<file path="config.mk">
export PLATFORM = sky130hd
export DESIGN_NAME = hold_sweep_ctrl_flat
export DESIGN_NICKNAME = d
export VERILOG_FILES = /design/src/rtl/hold_study_pkg.sv /design/src/rtl/hold_sweep_ctrl_if.sv /design/src/rtl/hold_sweep_ctrl_meas_handshake.sv /design/src/rtl/hold_sweep_ctrl.sv /design/src/flat_wrapper.sv
export SDC_FILE = /design/constraint.sdc
export NUM_CORES = 1
export LEC_CHECK = 0
export CORE_UTILIZATION = 34
export DETAILED_ROUTE_END_ITERATION = 16
export RECOVER_POWER = 25
export SYNTH_ARGS = -nofsm -noshare
export SYNTH_HDL_FRONTEND = slang
export SYNTH_SLANG_ARGS = --single-unit
</file>
<file path="constraint.sdc">
create_clock -name clk -period 5.7 [get_ports clk]
set_input_delay 0.57 -clock clk [delete_from_list [all_inputs] [get_ports clk]]
set_output_delay 0.57 -clock clk [all_outputs]
set_load 0.02 [all_outputs]
</file>
<file path="src/rtl/hold_study_pkg.sv">
// rtl/hold_study_pkg.sv - shared types, default widths and time helper for the hold-time sweep
package hold_study_pkg;
   localparam int DEF_CODE_W = 8;
   localparam int DEF_TIME_W = 16;

   typedef enum logic [2:0] {IDLE, APPLY, REQ, EVAL, DONE} state_t;
   typedef enum logic [1:0] {P0, P1, SAR} phase_t;

   // Both instants are unsigned; zero-extend before subtracting so the sign carries skew direction.
   function automatic logic signed [32:0] time_diff(input logic [31:0] d_fall, input logic [31:0] clk_rise);
      return $signed({1'b0, d_fall}) - $signed({1'b0, clk_rise});
   endfunction
endpackage

</file>
<file path="src/rtl/hold_sweep_ctrl_if.sv">
// rtl/hold_sweep_ctrl_if.sv - link between the sweep controller and the hold-study measurement block
interface hold_sweep_ctrl_if
   import hold_study_pkg::*;
#(
   parameter int CODE_W = DEF_CODE_W,
   parameter int TIME_W = DEF_TIME_W
);
   logic [CODE_W-1:0] capa_code;
   logic              meas_req;
   logic              meas_ack;
   logic [TIME_W-1:0] clk_rise_time;
   logic [TIME_W-1:0] d_fall_time;
   logic              q_ok;
   logic              fin_test;

   modport master (
      output capa_code, meas_req, fin_test,
      input  meas_ack, clk_rise_time, d_fall_time, q_ok
   );

   modport slave (
      input  capa_code, meas_req, fin_test,
      output meas_ack, clk_rise_time, d_fall_time, q_ok
   );
endinterface

</file>
<file path="src/rtl/hold_sweep_ctrl_meas_handshake.sv">
// rtl/hold_sweep_ctrl_meas_handshake.sv - measurement request/ack handshake with capture and ack timeout
module meas_handshake
   import hold_study_pkg::*;
#(
   parameter int TIME_W      = DEF_TIME_W,
   parameter int ACK_TIMEOUT = 1023
) (
   input  logic                     clk,
   input  logic                     rst,
   input  logic                     req_en,
   input  logic                     meas_ack,
   input  logic                     q_ok,
   input  logic [TIME_W-1:0]        clk_rise_time,
   input  logic [TIME_W-1:0]        d_fall_time,
   output logic                     meas_req,
   output logic                     got_meas,
   output logic                     timeout,
   output logic                     q_ok_cap,
   output logic signed [TIME_W:0]   diff_cap
);
   localparam int TO_W = $clog2(ACK_TIMEOUT + 1);

   logic [TO_W-1:0] wait_cnt;

   // Request follows the REQ state directly so it falls on the same edge the FSM leaves REQ.
   assign meas_req = req_en;
   assign got_meas = req_en && meas_ack;
   assign timeout  = req_en && !meas_ack && (wait_cnt == TO_W'(ACK_TIMEOUT - 1));

   always_ff @(posedge clk) begin
      if (rst) begin
         wait_cnt <= '0;
         q_ok_cap <= 1'b0;
         diff_cap <= '0;
      end else begin
         wait_cnt <= req_en ? wait_cnt + 1'b1 : '0;
         if (got_meas) begin
            q_ok_cap <= q_ok;
            diff_cap <= (TIME_W+1)'(time_diff(32'(d_fall_time), 32'(clk_rise_time)));
         end
      end
   end
endmodule

</file>
<file path="src/rtl/hold_sweep_ctrl.sv">
// rtl/hold_sweep_ctrl.sv - successive-approximation search for the smallest capa_code meeting hold
module hold_sweep_ctrl
   import hold_study_pkg::*;
#(
   parameter int CODE_W      = DEF_CODE_W,
   parameter int TIME_W      = DEF_TIME_W,
   parameter int SETTLE_CYC  = 4,
   parameter int ACK_TIMEOUT = 1023
) (
   input  logic                   clk,
   input  logic                   rst,
   input  logic                   start,
   hold_sweep_ctrl_if.master      mif,
   output logic                   busy,
   output logic                   done,
   output logic [CODE_W-1:0]      hold_code,
   output logic signed [TIME_W:0] hold_time,
   output logic                   err_no_pass,
   output logic                   err_timeout
);
   localparam int BIT_W = (CODE_W > 1) ? $clog2(CODE_W) : 1;
   localparam logic [CODE_W-1:0] CODE_MAX = '1;

   state_t                 state, state_n;
   phase_t                 phase, phase_n;
   logic [CODE_W-1:0]      code_q, code_n, acc_q, acc_n, best_q, best_n, hold_code_n;
   logic signed [TIME_W:0] best_diff_q, best_diff_n, hold_time_n;
   logic [BIT_W-1:0]       bit_q, bit_n;
   logic [7:0]             settle_q, settle_n;
   logic                   err_np_n, err_to_n;
   logic                   got_meas, timeout, q_ok_cap;
   logic signed [TIME_W:0] diff_cap;

   meas_handshake #(.TIME_W(TIME_W), .ACK_TIMEOUT(ACK_TIMEOUT)) u_hs (
      .clk           (clk),
      .rst           (rst),
      .req_en        (state == REQ),
      .meas_ack      (mif.meas_ack),
      .q_ok          (mif.q_ok),
      .clk_rise_time (mif.clk_rise_time),
      .d_fall_time   (mif.d_fall_time),
      .meas_req      (mif.meas_req),
      .got_meas      (got_meas),
      .timeout       (timeout),
      .q_ok_cap      (q_ok_cap),
      .diff_cap      (diff_cap)
   );

   assign busy          = (state != IDLE) && (state != DONE);
   assign done          = (state == DONE);
   assign mif.fin_test  = done;
   assign mif.capa_code = code_q;

   always_ff @(posedge clk) begin
      if (rst) begin
         state       <= IDLE;
         phase       <= P0;
         code_q      <= '0;
         acc_q       <= '0;
         best_q      <= '0;
         best_diff_q <= '0;
         bit_q       <= '0;
         settle_q    <= '0;
         hold_code   <= '0;
         hold_time   <= '0;
         err_no_pass <= 1'b0;
         err_timeout <= 1'b0;
      end else begin
         state       <= state_n;
         phase       <= phase_n;
         code_q      <= code_n;
         acc_q       <= acc_n;
         best_q      <= best_n;
         best_diff_q <= best_diff_n;
         bit_q       <= bit_n;
         settle_q    <= settle_n;
         hold_code   <= hold_code_n;
         hold_time   <= hold_time_n;
         err_no_pass <= err_np_n;
         err_timeout <= err_to_n;
      end
   end

   always_comb begin
      state_n     = state;
      phase_n     = phase;
      code_n      = code_q;
      acc_n       = acc_q;
      best_n      = best_q;
      best_diff_n = best_diff_q;
      bit_n       = bit_q;
      settle_n    = '0;
      hold_code_n = hold_code;
      hold_time_n = hold_time;
      err_np_n    = err_no_pass;
      err_to_n    = err_timeout;
      case (state)
         IDLE, DONE: begin
            if (start) begin
               state_n  = APPLY;
               phase_n  = P0;
               code_n   = '0;
               err_np_n = 1'b0;
               err_to_n = 1'b0;
            end
         end
         APPLY: begin
            if (settle_q == 8'(SETTLE_CYC - 1)) state_n  = REQ;
            else                                settle_n = settle_q + 8'd1;
         end
         REQ: begin
            if (got_meas) begin
               state_n = EVAL;
            end else if (timeout) begin
               err_to_n = 1'b1;
               state_n  = DONE;
            end
         end
         EVAL: begin
            case (phase)
               P0: begin
                  if (q_ok_cap) begin
                     hold_code_n = '0;
                     hold_time_n = diff_cap;
                     state_n     = DONE;
                  end else begin
                     phase_n = P1;
                     code_n  = CODE_MAX;
                     state_n = APPLY;
                  end
               end
               P1: begin
                  if (!q_ok_cap) begin
                     err_np_n    = 1'b1;
                     hold_code_n = CODE_MAX;
                     hold_time_n = diff_cap;
                     state_n     = DONE;
                  end else begin
                     best_n      = CODE_MAX;
                     best_diff_n = diff_cap;
                     acc_n       = '0;
                     bit_n       = BIT_W'(CODE_W - 1);
                     phase_n     = SAR;
                     code_n      = acc_n | (CODE_W'(1) << bit_n);
                     state_n     = APPLY;
                  end
               end
               default: begin
                  // A failing trial keeps its bit; a passing one only competes for best.
                  if (!q_ok_cap) begin
                     acc_n = code_q;
                  end else if (code_q < best_q) begin
                     best_n      = code_q;
                     best_diff_n = diff_cap;
                  end
                  if (bit_q == '0) begin
                     hold_code_n = best_n;
                     hold_time_n = best_diff_n;
                     state_n     = DONE;
                  end else begin
                     bit_n   = bit_q - 1'b1;
                     code_n  = acc_n | (CODE_W'(1) << bit_n);
                     state_n = APPLY;
                  end
               end
            endcase
         end
         default: state_n = IDLE;
      endcase
   end
endmodule

</file>
<file path="src/flat_wrapper.sv">
// flat-port wrapper written by rule: the top's interface ports become plain ports
module hold_sweep_ctrl_flat import hold_study_pkg::*;
#(
   parameter int CODE_W      = DEF_CODE_W,
   parameter int TIME_W      = DEF_TIME_W,
   parameter int SETTLE_CYC  = 4,
   parameter int ACK_TIMEOUT = 1023
)
  (clk, rst, start, busy, done, hold_code, hold_time, err_no_pass, err_timeout, mif_capa_code, mif_meas_req, mif_fin_test, mif_meas_ack, mif_clk_rise_time, mif_d_fall_time, mif_q_ok);
  hold_sweep_ctrl_if #(.CODE_W(CODE_W), .TIME_W(TIME_W)) mif_i ();
  input  logic clk;
  input  logic rst;
  input  logic start;
  output logic busy;
  output logic done;
  output logic [CODE_W-1:0] hold_code;
  output logic signed [TIME_W:0] hold_time;
  output logic err_no_pass;
  output logic err_timeout;
  output wire logic [$bits(mif_i.capa_code)-1:0] mif_capa_code;
  output wire logic [$bits(mif_i.meas_req)-1:0] mif_meas_req;
  output wire logic [$bits(mif_i.fin_test)-1:0] mif_fin_test;
  input wire logic [$bits(mif_i.meas_ack)-1:0] mif_meas_ack;
  input wire logic [$bits(mif_i.clk_rise_time)-1:0] mif_clk_rise_time;
  input wire logic [$bits(mif_i.d_fall_time)-1:0] mif_d_fall_time;
  input wire logic [$bits(mif_i.q_ok)-1:0] mif_q_ok;
  assign mif_capa_code = mif_i.capa_code;
  assign mif_meas_req = mif_i.meas_req;
  assign mif_fin_test = mif_i.fin_test;
  assign mif_i.meas_ack = mif_meas_ack;
  assign mif_i.clk_rise_time = mif_clk_rise_time;
  assign mif_i.d_fall_time = mif_d_fall_time;
  assign mif_i.q_ok = mif_q_ok;
  hold_sweep_ctrl #(.CODE_W(CODE_W), .TIME_W(TIME_W), .SETTLE_CYC(SETTLE_CYC), .ACK_TIMEOUT(ACK_TIMEOUT)) u_core (.clk(clk), .rst(rst), .start(start), .mif(mif_i), .busy(busy), .done(done), .hold_code(hold_code), .hold_time(hold_time), .err_no_pass(err_no_pass), .err_timeout(err_timeout));
endmodule
</file>
==> metrics.md <==
| Metric | Value |
|---|---|
| Status | `complete, but fails checks` |
| Failing checks | `capacitance limit, slew limit` |
| Post-route ant nets | `0` |
| Hold Vio Cnt, Final | `0` |
| Synth area leader | `dfxtp_1` |
| Setup TNS | `0 ns` |
| Synth Area per Inst | `8.49 sq um` |
| Max frequency | `254 MHz` |
| Root Driver | `clkbuf_16` |
| Seq pwr share | `46.8%` |
| Worst Reg2Reg Path Length in Cells | `6` |
| Rel. slew slack | `-41.2%` |
| Clock slew at reported path FFs | `0.07 ns` |
| CTS tree | `done` |
| Fin crit share | `69.2%` |
| DR DRC count | `0` |
| Global Route Usage Sum | `15.8%` |
| Hold depth | `1` |
| Top-Level Pins | `76` |
| Global route overflow | `0` |
| Initial Utilization | `34.7%` |
| Hold/Removal Path Class | `reg2reg` |
| Post-CTS resize count | `0` |
| Slew @ Worst Pin | `2.12 ns` |
| Post-CTS setup buffer count | `0` |
| Die W | `134 um` |
| First-pass GRT wire length | `23,200 um` |
| Sequential element share of the synthesized area | `37.7%` |
| CTS Buf Count | `9` |
| Worst-case clock buffer depth | `2` |
| Commonest non-fill, non-tap cell in the layout | `dfxtp_1` |
| Wire length per cell | `14.2 um` |
| Ys async rst share | `0%` |
| Cell area after synthesis | `5950 sq um` |
| Vias in the first global route | `4,564` |
| Core ar. | `17,200 sq um` |
| Post-Syn Nets | `770` |
| Commonest cells after routing, fill and taps aside | `dfxtp_1 (112), nor2_1 (71), nand2_1 (67)` |
| CTS sink count | `112` |
| WP data required | `5.92 ns` |
| Nets | `818` |
| Hold Path End | `u_core.settle_q[0]$_SDFF_PP0_` |
| CTS H-Tree Depth | `3` |
| Internal power | `1.30 mW` |
| Post-synth EDFFs | `0` |
| Synth top area cells | `dfxtp_1 (38%), ha_1 (6.5%), a211oi_1 (4.7%), nor2_1 (4.5%), mux2i_1 (4.4%)` |
| Sw Share | `27.4%` |
| Cell Count Post-Placement | `963` |
| Antenna diode instance count | `0` |
| Final RePlAce weighted congestion | `0.803` |
| Reg-to-Reg Start | `u_core.u_hs.q_ok_cap$_SDFFE_PP0N_` |
| Pwr dens | `253 nW/um^2` |
| Clk pwr share | `36.0%` |
| Startpoint types | `primary input` |
| Die span in y | `134 um` |
| Internal reg-to-reg setup slack | `3.04 ns` |
| Predominant post-synthesis flop cell | `dfxtp_1` |
| Port Buffers | `75` |
| Setup violators final | `0` |
| Design Power | `1.80 mW` |
| Leak Pwr | `2.62 nW` |
| Initial antenna violation count | `0` |
| Synthesis-to-finish area growth | `19.5%` |
| Post-Route WL | `13,900 um` |
| Die area | `18,000 sq um` |
| Hpwl dp | `9880 um` |
| Post-synth top area share | `37.7%` |
| Crit Reg-Reg Endpoint | `u_core.best_diff_q[3]$_SDFFE_PP0P_` |
| CP max FO | `61` |
| Mapped Cells | `701` |
| Max cap viols | `1` |
| Largest net degree at the start of global routing | `62` |
| Via count | `4,992` |
| Hold-fix buffers at CTS | `0` |
| Yosys cell types | `68` |
| Drt initial violations | `239` |
| Fin crit period | `3.94 ns` |
| P_sw | `0.492 mW` |
| Non-filler cells, final | `979` |
| Layout cells sized above 1 | `5.44%` |
| Unrepaired setup endpoints after global routing | `no` |
| VDD IR max | `0.152 mV` |
| DR pass1 iterations | `4` |
| Critical path type | `in2reg` |
| Worst Path Arrival | `4.17 ns` |
| DR vias/cell | `5.10` |
| Clock latency on the worst-skew pair | `0.35 ns` |
| Number of synthesized register bits | `112` |
| Ys Warns | `0` |
| Skew final | `0.00585 ns` |
| Row count | `48` |
| Worst setup EP type | `register` |
| Comb power frac | `17.2%` |
| Hold Startpoint | `u_core.settle_q[0]$_SDFF_PP0_` |
| Final Max Slew Viols | `44` |
## state kept, by name, indices dropped and copies added, names as in the netlist
name	flops
u_core.u_hs.diff_cap	17
u_core.bit_q	3
u_core.err_timeout	1
u_core.u_hs.q_ok_cap	1
u_core.settle_q	8
u_core.best_diff_q	17
u_core.u_hs.wait_cnt	10
u_core.mif.capa_code	8
u_core.hold_time	17
u_core.state	3
u_core.best_q	8
u_core.acc_q	8
u_core.phase	2
u_core.err_no_pass	1
u_core.hold_code	8
## worst max-delay path, cell delays in order
cell	delay, ns
dlygate4sd3_1	0.53
clkbuf_1	1.51
clkinv_1	0.60
buf_4	0.49
nand2_1	0.35
nor2_1	0.09
## routing by layer
layer / share of wire, % / vias to the layer above / wire length, um / GRT usage [%]
met3: 2.9 / 10 / 410 / 1.70
met5: 0 / - / 0 / 0
met1: 51 / 2250 / 7120 / 22.0
li1: - / 2634 / - / -
met4: 1.0 / 0 / 145 / 5.43
met2: 45 / 98 / 6270 / 25.4
## kinds of logic (layout without fill, tap and decap cells)
| group | after synthesis | count (layout) | synth area share [%] |
|---|---|---|---|
| flops | 112 | 112 | 37.7 |
| mux | 27 | 27 | 4.75 |
| compound gates | 191 | 191 | 22.7 |
| simple gates | 244 | 244 | 19.9 |
| buf+inv | 79 | 132 | 5.80 |
| xor+xnor | 16 | 16 | 2.35 |
| fa+ha+maj | 32 | 32 | 6.85 |
## how the worst max path moves through the flow
| stage | from | end | cells past startpoint |
|---|---|---|---|
| floorplan | mif_d_fall_time[0] | u_core.u_hs.diff_cap[12]$_SDFFE_PP0N_ | 8 |
| global placement | mif_d_fall_time[0] | u_core.u_hs.diff_cap[12]$_SDFFE_PP0N_ | 9 |
| detailed placement | mif_d_fall_time[0] | u_core.u_hs.diff_cap[12]$_SDFFE_PP0N_ | 9 |
| CTS | u_core.mif.capa_code[2]$_SDFFE_PP0P_ | u_core.hold_time[1]$_SDFFE_PP0P_ | 7 |
| global route | rst | u_core.settle_q[2]$_SDFF_PP0_ | 6 |
| finish | rst | u_core.u_hs.wait_cnt[8]$_SDFF_PP0_ | 6 |
## layout make-up
class | instances | area (sq um)
flip-flops and latches | 112 | 2240
clock inverters | 5 | 55.1
well taps | 225 | 282
inverters | 36 | 135
multi-input cells | 510 | 3370
repair buffers | 80 | 785
clock buffers | 11 | 253
fillers | 1756 | 10100
## power groups by stage
stage	Clock (mW)	Combinational [mW]	Sequential, mW
final	0.647	0.309	0.841
after global routing	0.693	0.344	0.845
after CTS	0.666	0.311	0.840
after detailed placement	0	0.309	0.859
after global placement	0	0.308	0.858
after floorplan	0	0.216	0.848
## stage by stage
stage / hold WS [ns] / instance area (sq um) / utilization, % / setup slack, ns
2_1_floorplan: 0.418 / 5950 / - / 3.38
3_3_place_gp: 0.434 / 6810 / 39.7 / 2.83
3_5_place_dp: 0.437 / 6810 / 39.7 / 2.80
4_1_cts: 0.454 / 7120 / 41.5 / 3.01
5_1_grt: 0.471 / 7120 / 41.4 / 1.41
6_report: 0.447 / 7120 / 41.4 / 1.76
## synth_stat cells, drive strengths merged (3+ instances only)
library cell and number:
a32o 9, nor2b 15, ha 31, xnor2 7
a21boi 3, a21oi 39, a221oi 11, a211oi 38
o21a 6, nand2 68, o2111ai 3, mux2i 27
nand3b 4, a22oi 8, nor2 71, a31oi 4
xor2 9, nand4 7, clkbuf 25, o221a 8
inv 36, nand2b 6, buf 18, and2 6
or3 16, nand3 20, o211ai 4, nor4 3
and3 6, nor3 8, o21ai 40, dfxtp 112
(Power assumes the default switching activity.)
